===== src/rtl/vga_timing_pkg.sv =====
// Raster timing constants and helpers shared by the scan generator.
// Defaults describe 800x600 at 72 Hz with a 50 MHz pixel rate.
package vga_timing_pkg;

    localparam int DEF_H_ACTIVE = 800;
    localparam int DEF_H_FP     = 56;
    localparam int DEF_H_SYNC   = 120;
    localparam int DEF_H_BP     = 64;
    localparam int DEF_V_ACTIVE = 600;
    localparam int DEF_V_FP     = 37;
    localparam int DEF_V_SYNC   = 6;
    localparam int DEF_V_BP     = 23;

    localparam int MAX_H_TOTAL = 2048;
    localparam int MAX_V_TOTAL = 1024;
    localparam int MAX_SYNC_DELAY = 4;

    function automatic int scan_total(input int active, input int fp, input int sync, input int bp);
        return active + fp + sync + bp;
    endfunction

    // First and last counter value of the sync pulse window.
    function automatic int sync_start(input int active, input int fp);
        return active + fp;
    endfunction

    function automatic int sync_end(input int active, input int fp, input int sync);
        return active + fp + sync - 1;
    endfunction

    localparam int DEF_H_TOTAL = scan_total(DEF_H_ACTIVE, DEF_H_FP, DEF_H_SYNC, DEF_H_BP);
    localparam int DEF_V_TOTAL = scan_total(DEF_V_ACTIVE, DEF_V_FP, DEF_V_SYNC, DEF_V_BP);

endpackage


===== src/rtl/sync_delay_line.sv =====
// Enabled shift register, DEPTH stages of W bits, loaded with FILL on reset.
// Latency DEPTH enabled steps (DEPTH=0 is a wire); holds whenever en_i is low.
module sync_delay_line #(
    parameter int           W     = 2,
    parameter int           DEPTH = 1,
    parameter logic [W-1:0] FILL  = '0
) (
    input  logic         clk,
    input  logic         rst,
    input  logic         en_i,
    input  logic [W-1:0] d_i,
    output logic [W-1:0] d_o
);

    generate
        if (DEPTH == 0) begin : g_wire
            logic unused_ok;
            assign unused_ok = ^{clk, rst, en_i};
            assign d_o = d_i;
        end else begin : g_shift
            logic [W-1:0] stage_q [DEPTH];

            always_ff @(posedge clk) begin
                if (!rst) begin
                    for (int i = 0; i < DEPTH; i++) stage_q[i] <= FILL;
                end else if (en_i) begin
                    stage_q[0] <= d_i;
                    for (int i = 1; i < DEPTH; i++) stage_q[i] <= stage_q[i-1];
                end
            end

            assign d_o = stage_q[DEPTH-1];
        end
    endgenerate

endmodule


===== src/rtl/vga_scan_gen.sv =====
// Raster scan generator: pixel coordinates, active flag, delayed syncs, frame strobes.
// Coordinates/active are combinational from the counters; syncs lag by SYNC_DELAY pixel steps.
module vga_scan_gen
    import vga_timing_pkg::*;
#(
    parameter int H_ACTIVE   = DEF_H_ACTIVE,
    parameter int H_FP       = DEF_H_FP,
    parameter int H_SYNC     = DEF_H_SYNC,
    parameter int H_BP       = DEF_H_BP,
    parameter int V_ACTIVE   = DEF_V_ACTIVE,
    parameter int V_FP       = DEF_V_FP,
    parameter int V_SYNC     = DEF_V_SYNC,
    parameter int V_BP       = DEF_V_BP,
    parameter bit SYNC_POL   = 1'b1,
    parameter int SYNC_DELAY = 1
) (
    input  logic        clk,
    input  logic        rst,
    input  logic        pix_en,
    output logic [10:0] x,
    output logic [9:0]  y,
    output logic        o_active,
    output logic        hsync,
    output logic        vsync,
    output logic        frame_start,
    output logic        vblank_start,
    output logic [7:0]  frame_cnt
);

    localparam int H_TOTAL = scan_total(H_ACTIVE, H_FP, H_SYNC, H_BP);
    localparam int V_TOTAL = scan_total(V_ACTIVE, V_FP, V_SYNC, V_BP);

    generate
        if (H_TOTAL > MAX_H_TOTAL || H_TOTAL < 1) begin : g_bad_h
            $error("vga_scan_gen: H_TOTAL out of range for an 11-bit counter");
        end
        if (V_TOTAL > MAX_V_TOTAL || V_TOTAL < 1) begin : g_bad_v
            $error("vga_scan_gen: V_TOTAL out of range for a 10-bit counter");
        end
        if (SYNC_DELAY > MAX_SYNC_DELAY || SYNC_DELAY < 0) begin : g_bad_dly
            $error("vga_scan_gen: SYNC_DELAY must be 0..4");
        end
    endgenerate

    localparam logic [10:0] H_LAST   = 11'(H_TOTAL - 1);
    localparam logic [9:0]  V_LAST   = 10'(V_TOTAL - 1);
    localparam logic [10:0] H_ACT    = 11'(H_ACTIVE);
    localparam logic [9:0]  V_ACT    = 10'(V_ACTIVE);
    localparam logic [10:0] HS_FIRST = 11'(sync_start(H_ACTIVE, H_FP));
    localparam logic [10:0] HS_LAST  = 11'(sync_end(H_ACTIVE, H_FP, H_SYNC));
    localparam logic [9:0]  VS_FIRST = 10'(sync_start(V_ACTIVE, V_FP));
    localparam logic [9:0]  VS_LAST  = 10'(sync_end(V_ACTIVE, V_FP, V_SYNC));

    logic        run_q;
    logic [10:0] hcnt_q, hcnt_d;
    logic [9:0]  vcnt_q, vcnt_d;
    logic        frame_start_q, frame_start_d;
    logic        vblank_start_q, vblank_start_d;
    logic [7:0]  frame_cnt_q, frame_cnt_d;

    always_comb begin
        hcnt_d         = hcnt_q;
        vcnt_d         = vcnt_q;
        frame_cnt_d    = frame_cnt_q;
        frame_start_d  = 1'b0;
        vblank_start_d = 1'b0;
        if (!run_q) begin
            // Leaving reset lands the raster on (0,0), which starts a frame.
            frame_start_d = 1'b1;
        end else if (pix_en) begin
            if (hcnt_q == H_LAST) begin
                hcnt_d = '0;
                if (vcnt_q == V_LAST) begin
                    vcnt_d        = '0;
                    frame_start_d = 1'b1;
                end else begin
                    vcnt_d = vcnt_q + 10'd1;
                end
                if (vcnt_d == V_ACT) begin
                    vblank_start_d = 1'b1;
                    frame_cnt_d    = frame_cnt_q + 8'd1;
                end
            end else begin
                hcnt_d = hcnt_q + 11'd1;
            end
        end
    end

    always_ff @(posedge clk) begin
        if (!rst) begin
            run_q          <= 1'b0;
            hcnt_q         <= '0;
            vcnt_q         <= '0;
            frame_start_q  <= 1'b0;
            vblank_start_q <= 1'b0;
            frame_cnt_q    <= '0;
        end else begin
            run_q          <= 1'b1;
            hcnt_q         <= hcnt_d;
            vcnt_q         <= vcnt_d;
            frame_start_q  <= frame_start_d;
            vblank_start_q <= vblank_start_d;
            frame_cnt_q    <= frame_cnt_d;
        end
    end

    logic       raw_h, raw_v;
    logic [1:0] sync_raw, sync_dly;

    assign raw_h = run_q && (hcnt_q >= HS_FIRST) && (hcnt_q <= HS_LAST);
    assign raw_v = run_q && (vcnt_q >= VS_FIRST) && (vcnt_q <= VS_LAST);
    // Map asserted/deasserted onto the configured pin polarity.
    assign sync_raw = {~(raw_h ^ SYNC_POL), ~(raw_v ^ SYNC_POL)};

    sync_delay_line #(
        .W     (2),
        .DEPTH (SYNC_DELAY),
        .FILL  ({2{~SYNC_POL}})
    ) u_sync_dly (
        .clk  (clk),
        .rst  (rst),
        .en_i (pix_en),
        .d_i  (sync_raw),
        .d_o  (sync_dly)
    );

    assign x            = hcnt_q;
    assign y            = vcnt_q;
    assign o_active     = run_q && (hcnt_q < H_ACT) && (vcnt_q < V_ACT);
    assign hsync        = sync_dly[1];
    assign vsync        = sync_dly[0];
    assign frame_start  = frame_start_q;
    assign vblank_start = vblank_start_q;
    assign frame_cnt    = frame_cnt_q;

endmodule


===== config.mk =====
export PLATFORM = sky130hd
export DESIGN_NAME = vga_scan_gen
export DESIGN_NICKNAME = d
export VERILOG_FILES = /design/src/rtl/vga_timing_pkg.sv /design/src/rtl/sync_delay_line.sv /design/src/rtl/vga_scan_gen.sv
export SDC_FILE = /design/constraint.sdc
export NUM_CORES = 1
export LEC_CHECK = 0
export CAP_MARGIN = 10
export CORE_UTILIZATION = 35
export CTS_CLUSTER_DIAMETER = 100
export CTS_CLUSTER_SIZE = 40
export DETAILED_ROUTE_END_ITERATION = 10
export DONT_BUFFER_PORTS = 1
export GPL_TIMING_DRIVEN = 0
export SLEW_MARGIN = 20
export SYNTH_ARGS = -nofsm -noshare
export SYNTH_HDL_FRONTEND = slang
export SYNTH_SLANG_ARGS = --single-unit

===== constraint.sdc =====
create_clock -name clk -period 4.8 [get_ports clk]
set_input_delay 0.72 -clock clk [delete_from_list [all_inputs] [get_ports clk]]
set_output_delay 0.72 -clock clk [all_outputs]
set_load 0.005 [all_outputs]

* Word level (Yosys, flattened, before mapping) *
Memories as Yosys holds them, arrays and structs flattened.
Cells that the tools add are included.

word-level totals
  output and inout bits = 34
  memories = 1
  word-level logic and storage cells = 47
  RAM bits = 2
  register bits = 32
  input bits = 3

cells by class
  equal/unequal tests = 3
  reduce and logical (&&, ||, !) cells = 11
  magnitude comparators = 6
  mux-type cells = 17
  add/subtract/negate cells = 3

memory list
  memory                      words  width  rd ports  clocked after memory_dff  wr ports  RTL line               RTL
  u_sync_dly.g_shift.stage_q  1      2      1         0                         1         sync_delay_line.sv:21  logic [W-1:0] stage_q [DEPTH];

operators with widths
  operator               count
  $mux 10                4
  $eq 10x10->1 const B   2
  $add 11x1->11 const B  1
  $eq 11x11->1 const B   1
  $ge 11x10->1 const B   1
  $le 11x10->1 const B   1
  $lt 11x10->1 const B   1
  $mux 1                 11
  $mux 11                1
  $add 10x1->10 const B  1
  $ge 10x10->1 const B   1
  $le 10x10->1 const B   1
  $lt 10x10->1 const B   1
  $add 8x1->8 const B    1
  $reduce_and 4->1       2
  $logic_and 1x1->1      6
  $reduce_and 3->1       1
  $mux 2                 1
  $reduce_and 2->1       1
  $reduce_or 2->1        1

* Longest topological paths before layout *
  depth after elaboration = 7
  depth in mapped cells = 7
  gate-level depth less buffers = 7

* Cells and area by module *
A second synthesis with hierarchy kept.

unflattened totals
  cells, all modules = 231
  area total of the unflattened synthesis = 1881.8 um^2

modules (own cells, without submodules)
  module           seq. area each (um^2)  instances  cells an instance  area an instance (um^2)
  vga_scan_gen     640.6                  1          226                1803.0
  sync_delay_line  60.1                   1          5                  78.8

* Worst setup path after synthesis *
No wires, ideal clock.

  path kind = register -> register
  start = register hcnt_q[5], in the netlist x[5]
  end = register vblank_start_q, in the netlist vblank_start
  data arrival time = 1.913 ns
  data required time = 4.712 ns
  path buffers = 0
  clock period less this slack = 2.001 ns
  stages on the path, launching flop included = 6
  path slack = 2.799 ns
  library setup time = 0.088 ns
  cell sequence = dfxtp_1 or3_4 nor4_4 nand2_2 or3_1 nor4_2

between the ends
  longest elaborated chain between the ends = 2

RTL lines
  item                        RTL line             RTL
  start: declaration          vga_scan_gen.sv:55   logic [10:0] hcnt_q, hcnt_d;
  start signal: assignment    vga_scan_gen.sv:99   hcnt_q <= hcnt_d;
  $eq 11x11->1                vga_scan_gen.sv:71   if (hcnt_q == H_LAST) begin
  $reduce_and 4->1 (no line)  --
  end signal: assignment      vga_scan_gen.sv:102  vblank_start_q <= vblank_start_d;
  end: declaration            vga_scan_gen.sv:58   logic vblank_start_q, vblank_start_d;

Every way passes these cells.
A chain may end at the register's enable or synchronous reset.

* Final worst setup path *
  start = register hcnt_q[5], in the netlist x[5]
  end = output o_active

between the ends
  longest elaborated chain between the ends = 3

RTL lines
  item                            RTL line             RTL
  $lt 11x10->1                    vga_scan_gen.sv:129  assign o_active = run_q && (hcnt_q < H_ACT) && (vcnt_q < V_ACT);
  $logic_and 1x1->1 (2 in a row)  vga_scan_gen.sv:129
  end: declaration                vga_scan_gen.sv:22   output logic o_active,

Every way passes these cells.

==> impl_metrics.env <==
export IMPL_ant_nets=0
export IMPL_initial_core_util_pct=36.6
export IMPL_crit_fanout=8
export IMPL_synth_seq_area_share_pct=34.6
export IMPL_grt_pass1_wl_um=8080
export IMPL_worstPathArrival_ns=1.71
export IMPL_drt_iter0_markers=102
export IMPL_postCtsSetupBuffers=0
export IMPL_final_common_cell="dfxtp_1"
export IMPL_dp_slack_ns=2.42
export IMPL_end_kind="primary output"
export IMPL_grt_start_max_net_pins=12
export IMPL_clock_sinks=34
export IMPL_grt_pass1_vias=1642
export IMPL_status="finished clean"
export IMPL_io_pins=37
export IMPL_ctsHoldBuffers=0
export IMPL_switching_share_pct=19.5
export IMPL_tritoncts="built"
export IMPL_die_y_um=78.1
export IMPL_ys_async_sr_fraction_pct=0
export IMPL_vias=1781
export IMPL_setup_viol=0
export IMPL_cts_buffers=5
export IMPL_timing_hold_ws_ns=0.464
export IMPL_critPathRequiredTime_ns=4.08
export IMPL_fin_skew_ns=0.0112
export IMPL_tns_ns=0
export IMPL_grt_overflow_total=0
export IMPL_p_leak_nw=0.823
export IMPL_syn_area_mm2=0.00203
export IMPL_final_cell_mix="32 x dfxtp_1, 27 x nand2_1, 20 x nor2_1"
export IMPL_p_per_area_mw_per_mm2=274
export IMPL_cts_buffer_depth=2
export IMPL_fin_ws_ns=2.37
export IMPL_path_cells="or3_4 > a311o_1 > a21oi_1"
export IMPL_tightest_slew_ns=0.772
export IMPL_r2r_start="x[5]"
export IMPL_slowest_stage="or3_4"
export IMPL_wl_met1_um=2380
export IMPL_drive_above_1_share_pct=6.80
export IMPL_maxCapViolCount=0
export IMPL_post_route_period_util_pct=50.6
export IMPL_synth_flop_cell="dfxtp_1"
export IMPL_area_growth_pct=11.3
export IMPL_clk_latency_ns=0.29
export IMPL_die_area_mm2=0.00610
export IMPL_cts_max_level=2
export IMPL_ys_warn_count=0
export IMPL_min_from="rst"
export IMPL_fmax_mhz=412
export IMPL_drt_total_wl_um=4880
export IMPL_ir_drop_mv=0.172
export IMPL_rsz0062_at_grt="false"
export IMPL_startpoint_type="flip-flop"
export IMPL_wl_per_cell_um=15.2
export IMPL_combPwrFrac_pct=2.3
export IMPL_viasPerCell=5.53
export IMPL_slew_headroom_pct=48.2
export IMPL_row_count=27
export IMPL_firstDrtPassIters=4
export IMPL_hold_violations=0
export IMPL_slowest_delay_ns=0.45
export IMPL_n_antenna_cell=0
export IMPL_synth_edf_count=2
export IMPL_power_switching_uw=121
export IMPL_place_congestion=0.833
export IMPL_worstHoldPathType="in -> reg"
export IMPL_antenna_found_initial=0
export IMPL_avgSynthCellArea_um2=8.38
export IMPL_seqCellArea_um2=701
export IMPL_setup_worst_path_start="x[5]"
export IMPL_fin_nets=259
export IMPL_cts_root_buf="clkbuf_8"
export IMPL_io_buffers=0
export IMPL_multiInputGateArea_mm2=0.00126
export IMPL_met3_length_um=204
export IMPL_period_minus_slack_ns=2.43
export IMPL_ctsResizeCount=0
export IMPL_p_int_uw=497
export IMPL_ys_ff_latch=34
export IMPL_syn_num_nets=252
export IMPL_n_fill_cell=577
export IMPL_ys_types=49
export IMPL_drc_errors=0
export IMPL_syn_inst=242
export IMPL_die_w_um=78.1
export IMPL_pwr_share_clk_pct=50.6
export IMPL_fin_util_pct=40.7
export IMPL_routed_wl_met2_um=2200
export IMPL_final_cell_area_mm2=0.00226
export IMPL_crit_type="reg -> out"
export IMPL_dpl_cell_area_mm2=0.00212
export IMPL_top_layer_used="met4"
export IMPL_slew_viol_final=0
export IMPL_grt_total_usage_pct=16.8
export IMPL_core_area_mm2=0.00554
export IMPL_clk_pin_slew_ns=0.08
export IMPL_pwr_share_seq_pct=47.0
export IMPL_dp_hpwl_um=3540
==> path summary, 6_finish.rpt <==
check	endpoint	depth (start not counted)	slack, ns
min reg2reg	frame_cnt[7]	2	0.49
min	run_q	0	0.46
max	o_active	3	2.37
max reg2reg	x[8]	5	2.45
==> worst max-delay path: cells and delay by family (launching register included) <==
kind               cells  cell delay, ns
AOI/OAI and AO/OA      2            0.57
and+or+nand+nor        1            0.45
DFF                    1            0.41
==> cell usage after synthesis, types with 3 or more instances <==
cell | n | area, um^2
nor3_1 | 5 | 25.0
xnor2_1 | 6 | 52.6
mux2i_1 | 9 | 90.1
ha_1 | 7 | 87.6
nand4_1 | 6 | 37.5
o21a_1 | 4 | 30.0
and4_1 | 3 | 26.3
nor2b_1 | 4 | 25.0
nand3_1 | 8 | 40.0
nor2_1 | 20 | 75.1
nor4_1 | 8 | 50.1
clkbuf_1 | 7 | 26.3
and2_1 | 4 | 25.0
o21ai_0 | 6 | 30.0
a21oi_1 | 9 | 45.0
xor2_1 | 6 | 52.6
inv_1 | 9 | 33.8
and3_1 | 10 | 62.6
nand2_1 | 27 | 101
nand2b_1 | 11 | 68.8
o2111ai_1 | 6 | 52.6
dfxtp_1 | 32 | 641
==> registers in the layout, indices dropped and copies added (netlist names) <==
register,count
vblank_start,1
x,11
y,10
frame_cnt,8
run_q,1
frame_start,1
u_sync_dly.g_shift.stage_q,2
==> power groups by stage <==
stage,Combinational [mW],Clock (mW),Sequential (mW)
after floorplan,0.0109,0,0.296
after global placement,0.0141,0,0.297
after detailed placement,0.0146,0,0.297
after CTS,0.0147,0.321,0.291
after global routing,0.0162,0.334,0.291
final,0.0144,0.313,0.291
==> cell type report <==
cell class / instances / area share, %
sequential: 34 / 31.1
tap: 72 / 3.99
inverter: 9 / 1.50
multi-input combinational: 190 / 55.7
clock inverter: 3 / 2.83
clock buffer: 5 / 3.05
buffer: 9 / 1.83
==> per-layer routing <==
metal	vias up	track usage (%)
met2	35	26.1
met4	0	6.11
met5	-	0
met1	848	21.9
met3	8	5.00
li1	890	-
==> logic make-up after synthesis <==
kind of cell,after synthesis,synth area share [%]
AO/OA/AOI/OAI,40,13.6
multiplexers,11,5.56
AND/OR/NAND/NOR,120,33.1
buffers and inverters,18,3.70
adder cells (fa/ha/maj),7,4.32
flip-flops,34,34.6
XOR/XNOR,12,5.19
==> through the flow <==
step	power [mW]	std cells
finish	0.618	322
floorplan	0.307	242
global route	0.642	322
global placement	0.311	314
CTS	0.626	322
detailed placement	0.312	314
Power figures use the tool's default switching activity.
